File: src/rtl/uart_tx_feeder_if.sv
// rtl/uart_tx_feeder_if.sv - FIFO read side and UART transmitter parallel port bundle.
interface uart_tx_feeder_if #(
  parameter int DATA_WIDTH = 8
);
  logic                  fifo_empty;
  logic [DATA_WIDTH-1:0] fifo_rd_data;
  logic                  fifo_rd_inc;
  logic [DATA_WIDTH-1:0] tx_p_data;
  logic                  tx_data_valid;
  logic                  tx_busy;
  logic                  tx_started;

  modport master (
    input  fifo_empty,
    input  fifo_rd_data,
    input  tx_busy,
    input  tx_started,
    output fifo_rd_inc,
    output tx_p_data,
    output tx_data_valid
  );

  modport slave (
    output fifo_empty,
    output fifo_rd_data,
    output tx_busy,
    output tx_started,
    input  fifo_rd_inc,
    input  tx_p_data,
    input  tx_data_valid
  );
endinterface

File: src/rtl/uart_tx_feeder.sv
// rtl/uart_tx_feeder.sv - pops FIFO bytes into the UART transmitter with start watchdog and frame count.
// Optional inter-frame gap state and Gap_Cycles input enabled by UART_TX_GAP_EN.
module uart_tx_feeder #(
  parameter int DATA_WIDTH    = 8,
`ifdef UART_TX_GAP_EN
  parameter int GAP_W         = 8,
`endif
  parameter int START_TIMEOUT = 255
) (
  input  logic               clk_i,
  input  logic               rst_n_i,
  uart_tx_feeder_if.master   bus,
`ifdef UART_TX_GAP_EN
  input  logic [GAP_W-1:0]   gap_cycles_i,
`endif
  output logic [15:0]        frame_count_o,
  output logic               timeout_err_o,
  output logic               idle_o
);

  localparam int WD_W = (START_TIMEOUT > 1) ? $clog2(START_TIMEOUT) : 1;
  localparam logic [WD_W-1:0] WD_LAST = WD_W'(START_TIMEOUT - 1);

  typedef enum logic [2:0] {
    S_IDLE,
    S_LOAD,
    S_REQ,
    S_RETRY,
`ifdef UART_TX_GAP_EN
    S_GAP,
`endif
    S_WAIT_DONE
  } state_t;

  state_t                state_q;
  logic [DATA_WIDTH-1:0] data_q;
  logic                  valid_q;
  logic                  rd_inc_q;
  logic                  timeout_q;
  logic                  idle_q;
  logic [15:0]           frame_count_q;
  logic [15:0]           frame_count_d;
  logic [WD_W-1:0]       wd_q;
  logic [WD_W-1:0]       wd_d;
  logic                  accepted;
`ifdef UART_TX_GAP_EN
  logic [GAP_W-1:0]      gap_q;
`endif

  assign frame_count_d = frame_count_q + 16'd1;
  assign wd_d          = wd_q + 1'b1;
  // Busy alone also counts as acceptance in case the started pulse is missed.
  assign accepted      = bus.tx_started | bus.tx_busy;

  always_ff @(posedge clk_i or negedge rst_n_i) begin
    if (!rst_n_i) begin
      state_q       <= S_IDLE;
      data_q        <= '0;
      valid_q       <= 1'b0;
      rd_inc_q      <= 1'b0;
      timeout_q     <= 1'b0;
      idle_q        <= 1'b1;
      frame_count_q <= 16'd0;
      wd_q          <= '0;
`ifdef UART_TX_GAP_EN
      gap_q         <= '0;
`endif
    end else begin
      rd_inc_q  <= 1'b0;
      timeout_q <= 1'b0;
      case (state_q)
        S_IDLE: begin
          // Head is sampled here; a pop during LOAD cannot corrupt the held byte.
          if (!bus.fifo_empty && !bus.tx_busy) begin
            data_q   <= bus.fifo_rd_data;
            rd_inc_q <= 1'b1;
            idle_q   <= 1'b0;
            state_q  <= S_LOAD;
          end
        end
        S_LOAD: begin
          valid_q <= 1'b1;
          wd_q    <= '0;
          state_q <= S_REQ;
        end
        S_REQ: begin
          if (accepted) begin
            valid_q <= 1'b0;
            wd_q    <= '0;
            state_q <= S_WAIT_DONE;
          end else if (wd_q == WD_LAST) begin
            timeout_q <= 1'b1;
            valid_q   <= 1'b0;
            wd_q      <= '0;
            state_q   <= S_RETRY;
          end else begin
            wd_q <= wd_d;
          end
        end
        S_RETRY: begin
          valid_q <= 1'b1;
          state_q <= S_REQ;
        end
        S_WAIT_DONE: begin
          if (!bus.tx_busy) begin
            frame_count_q <= frame_count_d;
`ifdef UART_TX_GAP_EN
            if (gap_cycles_i != '0) begin
              gap_q   <= gap_cycles_i;
              state_q <= S_GAP;
            end else begin
              idle_q  <= 1'b1;
              state_q <= S_IDLE;
            end
`else
            idle_q  <= 1'b1;
            state_q <= S_IDLE;
`endif
          end
        end
`ifdef UART_TX_GAP_EN
        S_GAP: begin
          if (gap_q == GAP_W'(1)) begin
            idle_q  <= 1'b1;
            state_q <= S_IDLE;
          end else begin
            gap_q <= gap_q - 1'b1;
          end
        end
`endif
        default: begin
          valid_q <= 1'b0;
          idle_q  <= 1'b1;
          state_q <= S_IDLE;
        end
      endcase
    end
  end

  assign bus.fifo_rd_inc   = rd_inc_q;
  assign bus.tx_p_data     = data_q;
  assign bus.tx_data_valid = valid_q;
  assign frame_count_o     = frame_count_q;
  assign timeout_err_o     = timeout_q;
  assign idle_o            = idle_q;

endmodule

File: src/flat_wrapper.sv
// flat-port wrapper written by rule: the top's interface ports become plain ports
module uart_tx_feeder_flat 
#(
  parameter int DATA_WIDTH    = 8,

  parameter int START_TIMEOUT = 255
)
  (clk_i, rst_n_i, frame_count_o, timeout_err_o, idle_o, bus_fifo_empty, bus_fifo_rd_data, bus_tx_busy, bus_tx_started, bus_fifo_rd_inc, bus_tx_p_data, bus_tx_data_valid);
  uart_tx_feeder_if #(.DATA_WIDTH(DATA_WIDTH)) bus_i ();
  input  logic clk_i;
  input  logic rst_n_i;
  output logic [15:0] frame_count_o;
  output logic timeout_err_o;
  output logic idle_o;
  input wire logic [$bits(bus_i.fifo_empty)-1:0] bus_fifo_empty;
  input wire logic [$bits(bus_i.fifo_rd_data)-1:0] bus_fifo_rd_data;
  input wire logic [$bits(bus_i.tx_busy)-1:0] bus_tx_busy;
  input wire logic [$bits(bus_i.tx_started)-1:0] bus_tx_started;
  output wire logic [$bits(bus_i.fifo_rd_inc)-1:0] bus_fifo_rd_inc;
  output wire logic [$bits(bus_i.tx_p_data)-1:0] bus_tx_p_data;
  output wire logic [$bits(bus_i.tx_data_valid)-1:0] bus_tx_data_valid;
  assign bus_i.fifo_empty = bus_fifo_empty;
  assign bus_i.fifo_rd_data = bus_fifo_rd_data;
  assign bus_i.tx_busy = bus_tx_busy;
  assign bus_i.tx_started = bus_tx_started;
  assign bus_fifo_rd_inc = bus_i.fifo_rd_inc;
  assign bus_tx_p_data = bus_i.tx_p_data;
  assign bus_tx_data_valid = bus_i.tx_data_valid;
  uart_tx_feeder #(.DATA_WIDTH(DATA_WIDTH), .START_TIMEOUT(START_TIMEOUT)) u_core (.clk_i(clk_i), .rst_n_i(rst_n_i), .bus(bus_i), .frame_count_o(frame_count_o), .timeout_err_o(timeout_err_o), .idle_o(idle_o));
endmodule
File: config.mk
export PLATFORM = sky130hd
export DESIGN_NAME = uart_tx_feeder_flat
export DESIGN_NICKNAME = d
export VERILOG_FILES = /design/src/rtl/uart_tx_feeder_if.sv /design/src/rtl/uart_tx_feeder.sv /design/src/flat_wrapper.sv
export SDC_FILE = /design/constraint.sdc
export NUM_CORES = 1
export LEC_CHECK = 0
export BUFFER_PORTS_ARGS = -buffer_cell sky130_fd_sc_hd__buf_4
export CORE_MARGIN = 1.5
export CORE_UTILIZATION = 59
export CTS_BUF_LIST = sky130_fd_sc_hd__clkbuf_4
export CTS_CLUSTER_DIAMETER = 80
export CTS_CLUSTER_SIZE = 40
export DETAILED_ROUTE_END_ITERATION = 8
export HOLD_SLACK_MARGIN = 0.02
export PLACE_DENSITY_LB_ADDON = 0.12
export SLEW_MARGIN = 15
export SYNTH_ARGS = -nofsm -noshare
export SYNTH_HDL_FRONTEND = slang
export SYNTH_SLANG_ARGS = --single-unit
File: constraint.sdc
create_clock -name clk_i -period 5.1 [get_ports clk_i]
set_input_delay 0.255 -clock clk_i [delete_from_list [all_inputs] [get_ports clk_i]]
set_output_delay 0.255 -clock clk_i [all_outputs]
set_load 0.005 [all_outputs]
==> results of run 1 <==
-- what timing repair did --
action | CTS | global route
setup buffers | 0 | 0
endpoints found under the hold margin | 38 | 0
hold buffers | 1 | 0
-- final timing paths --
| path | startpoint | end | slack (ps) | depth (start not counted) |
|---|---|---|---|---|
| max in group asynchronous | rst_n_i | u_core.idle_o$_DFFE_PN1P_ | 4340 | 2 |
| setup reg to reg | u_core.state_q[0]$_DFFE_PN0P_ | u_core.frame_count_o[14]$_DFFE_PN0P_ | 3140 | 4 |
| min in group asynchronous | rst_n_i | u_core.frame_count_o[6]$_DFFE_PN0P_ | 400 | 2 |
| hold / removal | bus_fifo_rd_data[1] | u_core.bus.tx_p_data[1]$_DFFE_PN0P_ | 150 | 2 |
| hold reg to reg | u_core.frame_count_o[15]$_DFFE_PN0P_ | u_core.frame_count_o[15]$_DFFE_PN0P_ | 490 | 1 |
| setup / recovery | u_core.state_q[0]$_DFFE_PN0P_ | u_core.frame_count_o[14]$_DFFE_PN0P_ | 3140 | 4 |
-- metal layers --
layer	vias up	global-route usage	wire length, um
li1	631	-	-
met1	616	0.2928	1437
met2	33	0.3214	1446
met3	6	0.06250	185
met4	0	0.08638	48
met5	-	0	0
-- final cells by class --
type	count	area, um2	area share
sequential	39	977.2	0.4591
multi-input combinational	107	737.0	0.3463
timing repair buffer	41	310.3	0.1458
tap	31	38.79	0.01822
clock buffer	5	37.54	0.01764
inverter	5	18.77	0.008818
clock inverter	2	8.758	0.004115
-- cells in the final DEF, fill, tap and decap left out, types with 2 or more instances in the layout --
| cell type | netlist | layout |
|---|---|---|
| buf_4 | 1 | 40 |
| and4_1 | 2 | 2 |
| nand3_1 | 8 | 8 |
| inv_1 | 5 | 5 |
| xor2_1 | 2 | 2 |
| xnor2_1 | 17 | 17 |
| ha_1 | 3 | 3 |
| mux2_2 | 8 | 8 |
| dfrtp_1 | 38 | 38 |
| clkbuf_4 | 0 | 5 |
| nand4_1 | 4 | 4 |
| o21ai_0 | 5 | 5 |
| nor3_1 | 6 | 6 |
| nor2_1 | 10 | 10 |
| a21oi_1 | 3 | 3 |
| and2_1 | 2 | 2 |
| nor4_1 | 2 | 2 |
| o211ai_1 | 2 | 2 |
| nand2_1 | 15 | 15 |
-- per-stage QoR --
| step | utilization | hold WS, ps | total power [mW] |
|---|---|---|---|
| floorplan | - | -40.59 | 0.5788 |
| global placement | 0.7386 | 242.3 | 0.6818 |
| detailed placement | 0.7386 | 255.4 | 0.6936 |
| CTS | 0.7587 | 129.4 | 0.8382 |
| global route | 0.7587 | 128.6 | 0.8844 |
| finish | 0.7587 | 147.0 | 0.8268 |
-- flip-flops by register name, summed over array words and instances, names as in the netlist --
| signal | flops |
|---|---|
| u_core.frame_count_o | 16 |
| u_core.bus.fifo_rd_inc | 1 |
| u_core.bus.tx_p_data | 8 |
| u_core.timeout_err_o | 1 |
| u_core.wd_q | 8 |
| u_core.bus.tx_data_valid | 1 |
| u_core.state_q | 3 |
| u_core.idle_o | 1 |
-- power by group --
group | total [mW] | internal, mW | switching (mW) | leakage (nW)
Sequential | 0.433 | 0.375 | 0.0573 | 0.515
Combinational | 0.253 | 0.143 | 0.110 | 0.482
Clock | 0.141 | 0.0489 | 0.0922 | 0.0285
-- cells by family after synthesis --
logic type               count (synthesis)
AO/OA/AOI/OAI                           16
multiplexers                             8
adder cells (fa/ha/maj)                  3
AND/OR/NAND/NOR                         61
flip-flops                              39
buffers and inverters                   10
XOR/XNOR                                19
==> run_results.csv, run 1 <==
group,metric,value,unit
place,portBuffers,40,
yosys,yosys_register_bits,39,
global_route,grt_max_degree,40,
sta,final_max_slew_viol_count,0,
clocking,path_clk_slew,110,ps
layout,stdcell_area,2128,um2
yosys,ys_seq_area_frac,0.5535,
yosys,syn_avg_cell_area,11.32,um2
critical_path,crit_family,"simple AND/OR/NAND/NOR gates",
place,gp_congestion,0.8558,
critical_path,crit_buf_inv,0,
layout,nNetsFinal,215,
critical_path,slowest_stage,"or4b_1",
layout,synthToLayoutAreaGrowth,20.55,%
yosys,synthXorXnorAreaFrac,0.09426,
yosys,synth.distinct_cells,41,
die,start_util,0.6293,
layout,drive_gt1_frac,0.2965,
power,power_leakage,1.026,nW
yosys,synth.area.top_cells,"dfrtp_1 (54%), xnor2_1 (8.4%), mux2_2 (5.1%), nand2_1 (3.2%), nand3_1 (2.3%)",
critical_path,crit_fanout,10,
sta,worst_pin_slew,710.1,ps
sta,setup_viol,0,
sta,max_freq,509.1,MHz
critical_path,path_class,"flop to flop",
power,power_density,388.5,nW/um2
clocking,tritoncts,"yes",
die,num_rows,19,
drt,drt-total-wl,3117,um
yosys,syn_inst,156,
sta,setup_ws,3136,ps
sta,rsz0062_at_grt,"no",
critical_path,slowest_delay,720,ps
clocking,cts_resized,0,
yosys,yosys.area.top_type,"dfrtp_1",
layout,diodes,0,
layout,nFillCells,194,
die,die_y,57.70,um
yosys,synth_top_cell_area_share,0.5386,
drt,drtPass1Iterations,6,
sta,layout_min_cycle_time,1964,ps
drt,wl_per_cell,13.55,um
clocking,clk_root_buffer_cell,"clkbuf_4",
drt,drt-initial-drc-count,66,
drt,drc,12,
yosys,synth-simple-area-share,0.1899,
drt,ant_nets,0,
die,io_pins,41,
drt,dr_total_vias,1286,
yosys,muxShareOfSynthArea,0.05103,
global_route,overflow,0,
place,place_area,2072,um2
run,drv_cap,0,
global_route,grt_pass1_wl,5340,um
sta,relSlewSlack,0.5245,
yosys,synth-async-reset-ratio,1.000,
sta,hold_viol_final,0,
yosys,yosys_warnings,0,
clocking,htreeDepth,2,
place,pre_cts_slack,3135,ps
global_route,grt_pass1_vias,1197,
yosys,synthAdderAreaFrac,0.02126,
yosys,synth_top_family_by_area,"simple AND/OR/NAND/NOR gates",
critical_path,critPathCaptureType,"flop",
critical_path,path_cells,"or4b_1 -> nor4_4 -> nand2_1 -> xnor2_1",
clocking,cts_buffer_depth,2,
sta,fin_crit_sh,0.3852,
place,dp.cells,222,
die,dieArea,3329,um2
critical_path,start_kind,"flop",
drt,via_per_inst,5.591,
yosys,synth_commonest_cells,"dfrtp_1 (38), xnor2_1 (17), nand2_1 (15)",
yosys,synth_area,1765,um2
global_route,grt_usage,0.2135,
status,status,"finished, violations left",
place,detailed_place_hpwl,2266,um
critical_path,worstPathRequired,5340,ps
status,violations,"DRC",
sta,tns,0,ps
clocking,clock-sinks,39,
critical_path,worstPathArrival,2200,ps
clocking,cts_buffers,5,
yosys,synth.most_common_cell,"dfrtp_1",
yosys,syn-num-nets,172,
die,coreArea,2805,um2
clocking,insertion_delay,340,ps
yosys,synth_compound_area_frac,0.06095,
power,ir_drop,216.0,uV
global_route,antenna_found_initial,0,
sta,clock_skew,9.917,ps
worst_hold_path,hp-class,"input port to flop",
yosys,synth_edf_count,0,
yosys,synth-main-ff-cell,"dfrtp_1",
die,dieWidth,57.70,um
layout,layoutNonFillerInstCount,230,
Power figures use the tool's default switching activity.
==> inputs of run 2 (changes only) <==
Settings changed: CORE_UTILIZATION 59 to 50.
Clock period 5.1 ns to 1.7 ns, I/O delays scaled along.
==> run_results.csv, run 2 (same netlist as run 1, synthesis figures left out) <==
group,metric,value,unit
critical_path,crit_cells,4,
drt,drc,0,
clocking,cts_buffers,5,
critical_path,ff2ff_path_depth,4,
critical_path,start_kind,"flop",
critical_path,path_class,"flop to flop",
power,power_frac_seq,0.467,
place,detailed_place_hpwl,2624,um
layout,largest_reg_flops,16,
worst_hold_path,hp-class,"input port to flop",
drt,via_per_inst,5.118,
critical_path,path_cells,"or4b_4 -> nor4_4 -> buf_4 -> xor2_1",
power,power_leakage,1.151,nW
layout,final_common_cell,"buf_4",
layout,synthToLayoutAreaGrowth,35.29,%
sta,max_freq,612.0,MHz
worst_hold_path,hold-path-cell-count,4,
drt,drt-initial-drc-count,60,
critical_path,crit_family,"simple AND/OR/NAND/NOR gates",
critical_path,crit_fanout,5,
sta,final_max_slew_viol_count,0,
place,gp_congestion,0.8363,
critical_path,worstPathRequired,1990,ps
global_route,overflow,0,
sta,rsz0062_at_grt,"yes",
place,portBuffers,40,
drt,wl_per_cell,13.99,um
power,switching_share,0.3197,
sta,fin_crit_sh,0.9612,
critical_path,critPathCaptureType,"flop",
critical_path,slowest_delay,570,ps
power,power_frac_clock,0.179,
critical_path,worstPathArrival,1920,ps
clocking,insertion_delay,360,ps
clocking,clk_root_buffer_cell,"clkbuf_4",
sta,setup_viol,0,
layout,nNetsFinal,240,
sta,relSlewSlack,0.6781,
die,start_util,0.5249,
sta,layout_min_cycle_time,1634,ps
layout,final_cell_mix,"buf_4 (56), dfrtp_1 (38), xnor2_1 (17), nand2_1 (14), nor2_1 (10)",
critical_path,crit_buf_inv,1,
power,ir_drop,788.2,uV
sta,hold_viol_final,0,
die,io_pins,41,
layout,drive_gt1_frac,0.3644,
sta,worst_pin_slew,482.8,ps
die,dieWidth,62.42,um
power,power_density,1137,nW/um2
power,power,2.715,mW
global_route,grt_usage,0.2101,
sta,clock_skew,9.073,ps
drt,dr_total_vias,1387,
drt,ant_nets,0,
clocking,clock-sinks,39,
die,die_y,62.42,um
critical_path,slowest_stage,"or4b_4",
status,status,"completed",
clocking,path_clk_slew,120,ps
die,dieArea,3896,um2
global_route,antenna_found_initial,0,
power,p_int,1.847,mW
global_route,grt_max_degree,40,
drt,drt-total-wl,3791,um
power,comb_power_share,0.354,
clocking,htreeDepth,2,
power,switchingPower,0.8678,mW
die,num_rows,21,
drt,drtPass1Iterations,4,
global_route,grt_pass1_wl,6341,um
global_route,grt_pass1_vias,1456,
clocking,tritoncts,"yes",
die,coreArea,3363,um2
layout,nFillCells,263,
layout,diodes,0,
sta,tns,0,ps
run,drv_cap,0,
clocking,cts_buffer_depth,2,
-- run 2: worst reg2reg max path, cell delays in order (launching register included) --
cell and delay, ps:
dfrtp_1 410, or4b_4 570, nor4_4 270, buf_4 180, xor2_1 150
-- run 2: layout make-up --
cell class / instances / area (um2) / share of cell area
flip-flops and latches: 39 / 977.2 / 0.4091
multi-input cells: 107 / 755.7 / 0.3164
repair buffers: 66 / 521.8 / 0.2184
well taps: 46 / 57.56 / 0.02410
clock buffers: 6 / 45.04 / 0.01886
inverters: 5 / 18.77 / 0.007858
clock inverters: 2 / 12.51 / 0.005238
-- run 2: what timing repair did --
item | in CTS | in global routing
cloned | 0 | 0
setup buffers | 2 | 0
resized for setup | 1 | 5
hold buffers | 9 | 0
endpoints found under the setup margin | 13 | 13
pin swaps | 3 | 3
endpoints found under the hold margin | 46 | 0
-- run 2: power by group through the flow --
stage               Combinational [mW]  Clock, mW  Sequential [mW]
floorplan                        0.466          0             1.27
global placement                 0.881          0             1.26
detailed placement               0.907          0             1.28
CTS                              0.940      0.495             1.26
global route                      1.07      0.537             1.30
finish                           0.962      0.485             1.27
-- run 2: metrics by stage --
| stage | area [um2] | std cells | util | worst slack, ps | hold WS [ps] |
|---|---|---|---|---|---|
| 5_1_grt | 2389 | 271 | 0.7102 | -9.299 | 30.91 |
| 3_5_place_dp | 2203 | 252 | 0.6551 | -40.33 | 81.33 |
| 4_1_cts | 2370 | 271 | 0.7046 | -35.18 | 30.65 |
| 2_1_floorplan | 1765 | 156 | - | -17.82 | -210.6 |
| 3_3_place_gp | 2203 | 252 | 0.6551 | 19.74 | 74.91 |
| 6_report | 2389 | 271 | 0.7102 | 65.94 | 27.80 |
-- run 2: final timing paths --
check,from,to,slack (ps)
max reg2reg,u_core.state_q[1]$_DFFE_PN0P_,u_core.frame_count_o[10]$_DFFE_PN0P_,70
min in group asynchronous,rst_n_i,u_core.frame_count_o[6]$_DFFE_PN0P_,210
max,u_core.state_q[1]$_DFFE_PN0P_,u_core.frame_count_o[10]$_DFFE_PN0P_,70
max in group asynchronous,rst_n_i,u_core.timeout_err_o$_DFF_PN0_,1140
min,bus_tx_started,u_core.timeout_err_o$_DFF_PN0_,30
min reg2reg,u_core.frame_count_o[15]$_DFFE_PN0P_,u_core.frame_count_o[15]$_DFFE_PN0P_,490
-- run 2: routing by layer --
layer	vias up	track usage	part of all wire
met1	664	0.2241	0.39
met3	8	0.06667	0.048
li1	674	-	-
met4	0	0.08333	0.015
met5	-	0	0
met2	41	0.3831	0.55
